## config.mk

```make
export PLATFORM = sky130hd
export DESIGN_NAME = mccoy_fetch
export DESIGN_NICKNAME = d
export VERILOG_FILES = /design/src/rtl/mccoy_fetch.sv
export SDC_FILE = /design/constraint.sdc
export NUM_CORES = 1
export LEC_CHECK = 0
export CORE_ASPECT_RATIO = 0.8
export CORE_UTILIZATION = 50
export CTS_CLUSTER_DIAMETER = 80
export DETAILED_ROUTE_END_ITERATION = 7
export DONT_BUFFER_PORTS = 1
export GPL_TIMING_DRIVEN = 0
export PLACE_DENSITY = 0.8
export SYNTH_ARGS = -nofsm -noshare
export SYNTH_HDL_FRONTEND = slang
export SYNTH_SLANG_ARGS = --single-unit
```

## constraint.sdc

```tcl
create_clock -name clk -period 2.6 [get_ports clk]
set_clock_uncertainty 0.05 [all_clocks]
set_input_delay 0.52 -clock clk [delete_from_list [all_inputs] [get_ports clk]]
set_output_delay 0.52 -clock clk [all_outputs]
set_load 0.02 [all_outputs]
```

## src/rtl/mccoy_fetch.sv

```systemverilog
// rtl/mccoy_fetch.sv - program store and sequencer feeding the McCoy control decoder
//
// Holds a DEPTH x IW program loaded serially (MSB first) and steps through it
// one instruction per clock, returning the 3-bit opcode to the decoder and
// forming the next PC from the decoder's bez/ja controls and the x8 zero flag.
//
// Ports:
//   clk, reset         rising-edge clock, synchronous active-high reset
//   load_en            level, selects serial program-load mode
//   prog_valid         qualifies prog_bit for one cycle
//   prog_bit           serial instruction bit, MSB first
//   run                starts execution from IDLE
//   bez, ja, x8_zero   decoder branch/jump controls and datapath zero flag
//   opcode, imm        fetched instruction fields (3'b111 / 0 outside RUN)
//   pc                 current program counter
//   running, halted    state indicators for RUN and HALT
//   loaded             complete words written since last LOAD entry, saturating
module mccoy_fetch #(
    parameter int AW    = 4,
    parameter int DEPTH = 16,
    parameter int IW    = 8
) (
    input  logic          clk,
    input  logic          reset,
    input  logic          load_en,
    input  logic          prog_valid,
    input  logic          prog_bit,
    input  logic          run,
    input  logic          bez,
    input  logic          ja,
    input  logic          x8_zero,
    output logic [2:0]    opcode,
    output logic [4:0]    imm,
    output logic [AW-1:0] pc,
    output logic          running,
    output logic          halted,
    output logic [AW:0]   loaded
);

    localparam int             BCW        = $clog2(IW);
    localparam logic [BCW-1:0] BIT_LAST   = BCW'(IW - 1);
    localparam logic [AW:0]    LOADED_MAX = (AW + 1)'(DEPTH);
    localparam logic [2:0]     OP_HALT    = 3'b111;

    typedef enum logic [1:0] {
        S_IDLE,
        S_LOAD,
        S_RUN,
        S_HALT
    } state_t;

    state_t          state_q, state_d;
    logic [AW-1:0]   pc_q, pc_d;
    logic [AW-1:0]   wr_addr_q, wr_addr_d;
    logic [IW-1:0]   shift_q, shift_d;
    logic [BCW-1:0]  bit_cnt_q, bit_cnt_d;
    logic [AW:0]     loaded_q, loaded_d;

    // Program store: no reset so a loaded program survives a reset.
    logic [IW-1:0]   mem [DEPTH];
    logic            mem_we;
    logic [IW-1:0]   mem_wdata;
    logic [IW-1:0]   fetch_word;
    logic            in_run;

    assign in_run     = (state_q == S_RUN);
    assign fetch_word = mem[pc_q];
    // The eighth bit goes straight into memory on the same edge it is shifted in.
    assign mem_wdata  = {shift_q[IW-2:0], prog_bit};

    assign opcode  = in_run ? fetch_word[IW-1:IW-3] : OP_HALT;
    assign imm     = in_run ? fetch_word[4:0] : 5'd0;
    assign pc      = pc_q;
    assign running = in_run;
    assign halted  = (state_q == S_HALT);
    assign loaded  = loaded_q;

    always_comb begin
        state_d   = state_q;
        pc_d      = pc_q;
        wr_addr_d = wr_addr_q;
        shift_d   = shift_q;
        bit_cnt_d = bit_cnt_q;
        loaded_d  = loaded_q;
        mem_we    = 1'b0;

        case (state_q)
            S_IDLE: begin
                if (load_en) begin
                    state_d   = S_LOAD;
                    wr_addr_d = '0;
                    bit_cnt_d = '0;
                    loaded_d  = '0;
                end else if (run) begin
                    state_d = S_RUN;
                    pc_d    = '0;
                end
            end
            S_LOAD: begin
                // Leaving LOAD drops any partial word; entry clears bit_cnt again.
                if (!load_en) begin
                    state_d = S_IDLE;
                end else if (prog_valid) begin
                    shift_d = mem_wdata;
                    if (bit_cnt_q == BIT_LAST) begin
                        mem_we    = !reset;
                        bit_cnt_d = '0;
                        wr_addr_d = wr_addr_q + AW'(1);
                        if (loaded_q != LOADED_MAX) begin
                            loaded_d = loaded_q + (AW + 1)'(1);
                        end
                    end else begin
                        bit_cnt_d = bit_cnt_q + BCW'(1);
                    end
                end
            end
            S_RUN: begin
                if (load_en) begin
                    state_d   = S_LOAD;
                    pc_d      = '0;
                    wr_addr_d = '0;
                    bit_cnt_d = '0;
                    loaded_d  = '0;
                end else if (fetch_word[IW-1:IW-3] == OP_HALT) begin
                    state_d = S_HALT;
                end else if (ja || (bez && x8_zero)) begin
                    // Only the low AW target bits address the store.
                    pc_d = fetch_word[AW-1:0];
                end else begin
                    pc_d = pc_q + AW'(1);
                end
            end
            S_HALT: begin
                if (load_en && !run) begin
                    state_d = S_IDLE;
                end
            end
            default: state_d = S_IDLE;
        endcase
    end

    always_ff @(posedge clk) begin
        if (reset) begin
            state_q   <= S_IDLE;
            pc_q      <= '0;
            wr_addr_q <= '0;
            shift_q   <= '0;
            bit_cnt_q <= '0;
            loaded_q  <= '0;
        end else begin
            state_q   <= state_d;
            pc_q      <= pc_d;
            wr_addr_q <= wr_addr_d;
            shift_q   <= shift_d;
            bit_cnt_q <= bit_cnt_d;
            loaded_q  <= loaded_d;
        end
    end

    always_ff @(posedge clk) begin
        if (mem_we) begin
            mem[wr_addr_q] <= mem_wdata;
        end
    end

endmodule

```

# Word-level counts from Yosys, hierarchy flattened
# Memories as Yosys holds them, arrays and structs flattened. A register that Yosys moved wholly into a read port is not among the register bits.
# Index checks and enable logic that the tools add are counted.
[word_totals]
register_bits = 25
mem_bits_rw = 128
output_inout_bits = 19
word_cells = 83
n_memories = 1
[classes]
add_sub_neg = 4
n_eq_ne = 18
muxes = 39
n_reduce_logical = 15
[memory_table]
columns = ["name", "depth", "width", "rd", "rd_clocked_by_memory_dff", "write_ports", "line_no", "source"]
rows = [
  ["mem", 16, 8, 1, 1, 1, "60", "logic [IW-1:0] mem [DEPTH];"],
]
[ops]
columns = ["cell", "count"]
rows = [
  ["4-bit 2-to-1 mux", 11],
  ["5-bit 2-to-1 mux", 6],
  ["4-bit case mux with 2 select lines", 2],
  ["3-bit 2-to-1 mux", 5],
  ["2-bit != test (second input constant)", 7],
  ["2-bit 2-to-1 mux", 6],
  ["4-bit AND reduction", 3],
  ["5-bit case mux with 2 select lines", 1],
  ["4-bit by 1-bit adder with 4-bit output (second input constant)", 2],
  ["2-bit case mux with 4 select lines", 1],
  ["3-bit equality test (second input constant)", 2],
  ["1-bit 2-to-1 mux", 6],
  ["3-bit != test (second input constant)", 2],
  ["3-bit case mux with 2 select lines", 1],
  ["6-bit AND reduction", 1],
  ["5-bit by 1-bit adder with 5-bit output (second input constant)", 1],
  ["5-bit != test (second input constant)", 1],
  ["5-bit AND reduction", 1],
  ["2-bit equality test (second input constant)", 2],
  ["2-bit by 1-bit != test with 1-bit output (second input constant)", 2],
  ["2-bit nonzero test", 2],
  ["3-bit by 1-bit adder with 3-bit output (second input constant)", 1],
  ["3-bit by 2-bit != test with 1-bit output (second input constant)", 1],
  ["3-bit AND reduction", 1],
  ["6 further kinds", 8],
]

# Logic depth before layout (Yosys ltp)
[logic_depth]
depth_word = 8
ltp_mapped = 8
mapped_depth_nobuf = 7

# Worst setup path after synthesis
# OpenSTA, ideal clock, no wires.
[synth_timing]
path_type = "input to register"
start = "input port load_en"
end = "memory mem[0][0] (enable)"
setup_ps = 383
arrival_ps = 2352
t_required_ps = 2167
slack_ps = -185
path_stages = 7
path_buffers = 2
cell_sequence = "buf_2 > inv_1 > or3_1 > clkbuf_1 > nor3b_1 > nand2_1 > nor3_1"
[synth_between]
elab_chain_len = 4
[synth_lines]
columns = ["element", "line_no", "source"]
rows = [
  ["start, declared", "25", "input logic load_en,"],
  ["1-bit 2-to-1 mux", "101", "if (!load_en) begin"],
  ["1-bit 2-to-1 mux", "87", "case (state_q)"],
  ["1-bit 2-to-1 mux", "161", "if (mem_we) begin"],
  ["1-bit 2-to-1 mux (implied by the code)", "162", "mem[wr_addr_q] <= mem_wdata;"],
  ["end, declared", "60", ""],
]
# No other way between the ends.

==> results.py <==
metrics = {
    "finish": {
        "finalInstanceArea_mm2": 0.00774,
        "antennaDiodeCount": 0,
        "nets": 448,
        "area_delta_synth_final_pct": 20.4,
        "drive_gt1_frac": 0.321,
        "final_util": 0.627,
        "nFillCells": 827,
    },
    "timing": {
        "rsz0062_at_grt": "true",
        "setup_viol": 6,
        "finalCriticalPeriod_ns": 2.79,
        "tightest_slew_ns": 0.948,
        "slew_headroom": 0.363,
        "finalMaxSlewViolations": 0,
        "tns_ns": -0.673,
        "hold_violations": 0,
        "max_freq_mhz": 358,
        "fin_ws_ns": -0.192,
        "fin_crit_sh": 1.07,
        "hold-worst-slack_ns": 0.142,
    },
    "clock_network": {
        "clk_latency_ns": 0.42,
        "cts_sinks": 157,
        "cts_max_level": 4,
        "clk_path_buf_depth": 2,
        "cts_tree": "built",
        "root_buffer": "clkbuf_16",
        "numCtsBuffers": 17,
        "path_clk_slew_ns": 0.07,
    },
    "logic_synthesis": {
        "syn_inst": 392,
        "synth.distinct_cells": 47,
        "synth_compound_area_frac": 0.0477,
        "syn_nets": 410,
        "syn_avg_cell_area_um2": 16.4,
        "ys.flop_type": "edfxtp_1",
        "syn_area_mm2": 0.00643,
        "yosys.area_share.simple": 0.0782,
        "synthAdderAreaFrac": 0.0175,
        "synth_edf_count": 128,
        "synth_most_common_cell": "edfxtp_1",
        "yosysWarnings": 0,
        "async_flop_share": 0,
        "synthDominantCellAreaShare": 0.598,
        "synth_common_cells": "edfxtp_1, nor2_1, nand2_1, mux4_2, dfxtp_1",
        "yosys_register_bits": 157,
        "synth_xor_area_frac": 0.0109,
        "synth_top_family_by_area": "multiplexers",
        "ys_top_cells_by_area": "edfxtp_1, mux4_2, dfxtp_1",
        "yosysSeqAreaShare": 0.688,
        "synthMuxAreaShare": 0.135,
        "synth_top_area_cell": "edfxtp_1",
    },
    "placement": {
        "hpwl_mm": 9.02,
        "placed_area_mm2": 0.00666,
        "globalplace.congestion": 0.805,
        "portBuffers": 0,
        "pre_cts_ws_ns": -0.783,
    },
    "routing": {
        "routedWlPerCell_um": 24.4,
        "num_vias": 3736,
        "dr.pass1.iters": 5,
        "viasPerCell": 6.08,
        "ant_nets": 0,
        "drc": 0,
        "drt_iter0_drc": 436,
        "totalWireLength_mm": 15.0,
    },
    "power": {
        "pwr_density_cell_mw_per_mm2": 675,
        "ir_drop_mv": 0.488,
        "combPwrFrac": 0.021,
        "intPower_uw": 4120,
        "clock_power_share": 0.463,
        "swShare": 0.212,
        "seqPwrFrac": 0.517,
        "p_leak_uw": 0.00256,
        "power.switching_uw": 1110,
    },
    "min_path": {
        "min_from": "prog_bit",
        "min_path_cells": 0,
        "holdCritPathClass": "primary input to register",
        "min_to": "mem[2][0]",
    },
    "setup_path": {
        "critPathKind": "register to primary output",
        "startpoint_type": "register",
        "endpoint_kind": "primary output",
        "critPathRequiredTime_ns": 2.03,
        "cp_max_fo": 5,
        "r2r_start": "state_q[1]",
        "worst-r2r-setup-slack_ns": 0.06,
        "r2r-end": "mem[4][2]",
        "r2r_cells": 6,
        "crit_arrival_ns": 2.22,
    },
    "global_routing": {
        "gr-usage-all-layers": 0.230,
        "grt_first_pass_wirelength_mm": 21.1,
        "grt.overflow.total": 0,
        "grt_antenna_before_repair": 0,
        "grt_max_degree": 19,
        "grt_pass1_vias": 3532,
    },
    "die": {
        "fp.dieArea_mm2": 0.0133,
        "die_w_um": 129,
        "initial_utilization": 0.521,
        "die_h_um": 103,
        "io_pins": 28,
        "num_rows": 36,
        "core_mm2": 0.0123,
    },
    "run_status": {
        "violations": "negative setup slack",
        "status": "complete, but fails checks",
    },
    "job": {
        "cap_violations": 0,
    },
}
-- critical path, cell delays in order (launching register included) --
cell	delay, ns
dfxtp_4	0.38
buf_12	0.12
buf_12	0.11
mux4_2	0.52
mux4_2	0.47
and2_4	0.20
-- stage by stage --
stage,power [uW],std cells
CTS,5240,607
finish,5230,614
global placement,2850,563
floorplan,2830,392
global route,5370,614
detailed placement,2850,563
-- final cells by class --
type                       count  area (um^2)  share of cell area
sequential                   157         4430               0.573
multi-input combinational    208         2080               0.269
clock buffer                  18          450              0.0582
timing repair buffer          20          229              0.0296
tap                          171          214              0.0277
buffer                        17          168              0.0217
clock inverter                14          134              0.0173
inverter                       9         33.8             0.00437
-- per-layer routing --
| layer | global-route usage | vias to the layer above | wire [um] |
|---|---|---|---|
| li1 | - | 1607 | - |
| met1 | 0.312 | 1906 | 5920 |
| met2 | 0.367 | 195 | 7420 |
| met3 | 0.0581 | 28 | 1310 |
| met4 | 0.0851 | 0 | 322 |
| met5 | 0 | - | 0 |
-- timing repair --
item,CTS,global route
hold buffers,0,0
resized for setup,58,22
setup buffers,12,8
setup endpoints to repair,136,130
pin swaps,9,6
-- worst max path at each step --
| stage | startpoint | endpoint | slack (ns) | cells past startpoint |
|---|---|---|---|---|
| after floorplan | load_en | mem[1][0] | -0.18 | 7 |
| after global placement | load_en | mem[2][3] | -1.02 | 7 |
| after detailed placement | load_en | mem[4][3] | -0.78 | 7 |
| after CTS | register | imm[4] | -0.25 | 6 |
| after global routing | register | imm[3] | -0.24 | 6 |
| final | register | imm[4] | -0.19 | 5 |
-- power groups by stage --
stage	Combinational (uW)	Sequential [uW]	Clock [uW]
floorplan	75.4	2750	0
global placement	92.2	2750	0
detailed placement	96.0	2750	0
CTS	102	2700	2430
global route	117	2700	2560
finish	107	2700	2420
-- state kept, by name (all words and copies together), names as in the netlist, named ones only --
register	flops
wr_addr_q	4
loaded	5
bit_cnt_q	3
state_q	2
mem	128
shift_q	7
pc	4
-- cell usage in the layout, fill, tap and decap left out, types with 3 or more instances in the layout --
master,Yosys,routed
inv_1,8,8
inv_6,0,3
buf_12,0,11
clkbuf_16,0,18
a32o_1,4,4
clkbuf_1,7,5
a21oi_1,12,12
edfxtp_1,128,128
mux4_2,30,32
clkinvlp_4,0,4
nor2_4,0,12
ha_1,9,9
a22o_1,4,4
nor3_4,0,5
clkinv_4,0,3
mux2i_1,7,6
nand2b_1,6,5
nor2_1,33,19
xor2_1,6,6
nand4_1,5,5
nand2_1,32,27
nor3_1,8,3
buf_6,3,3
buf_4,0,14
o21ai_0,5,4
nand3_1,7,7
nand2_2,0,5
dfxtp_1,29,26
-- cells by family after synthesis --
family,Yosys count
buffers and inverters,27
AOI/OAI and AO/OA,41
and+or+nand+nor,106
muxes,44
adders and majority gates,9
xor gates and xnor gates,8
DFF,157
Note: power is estimated with default switching activity, not from simulation.
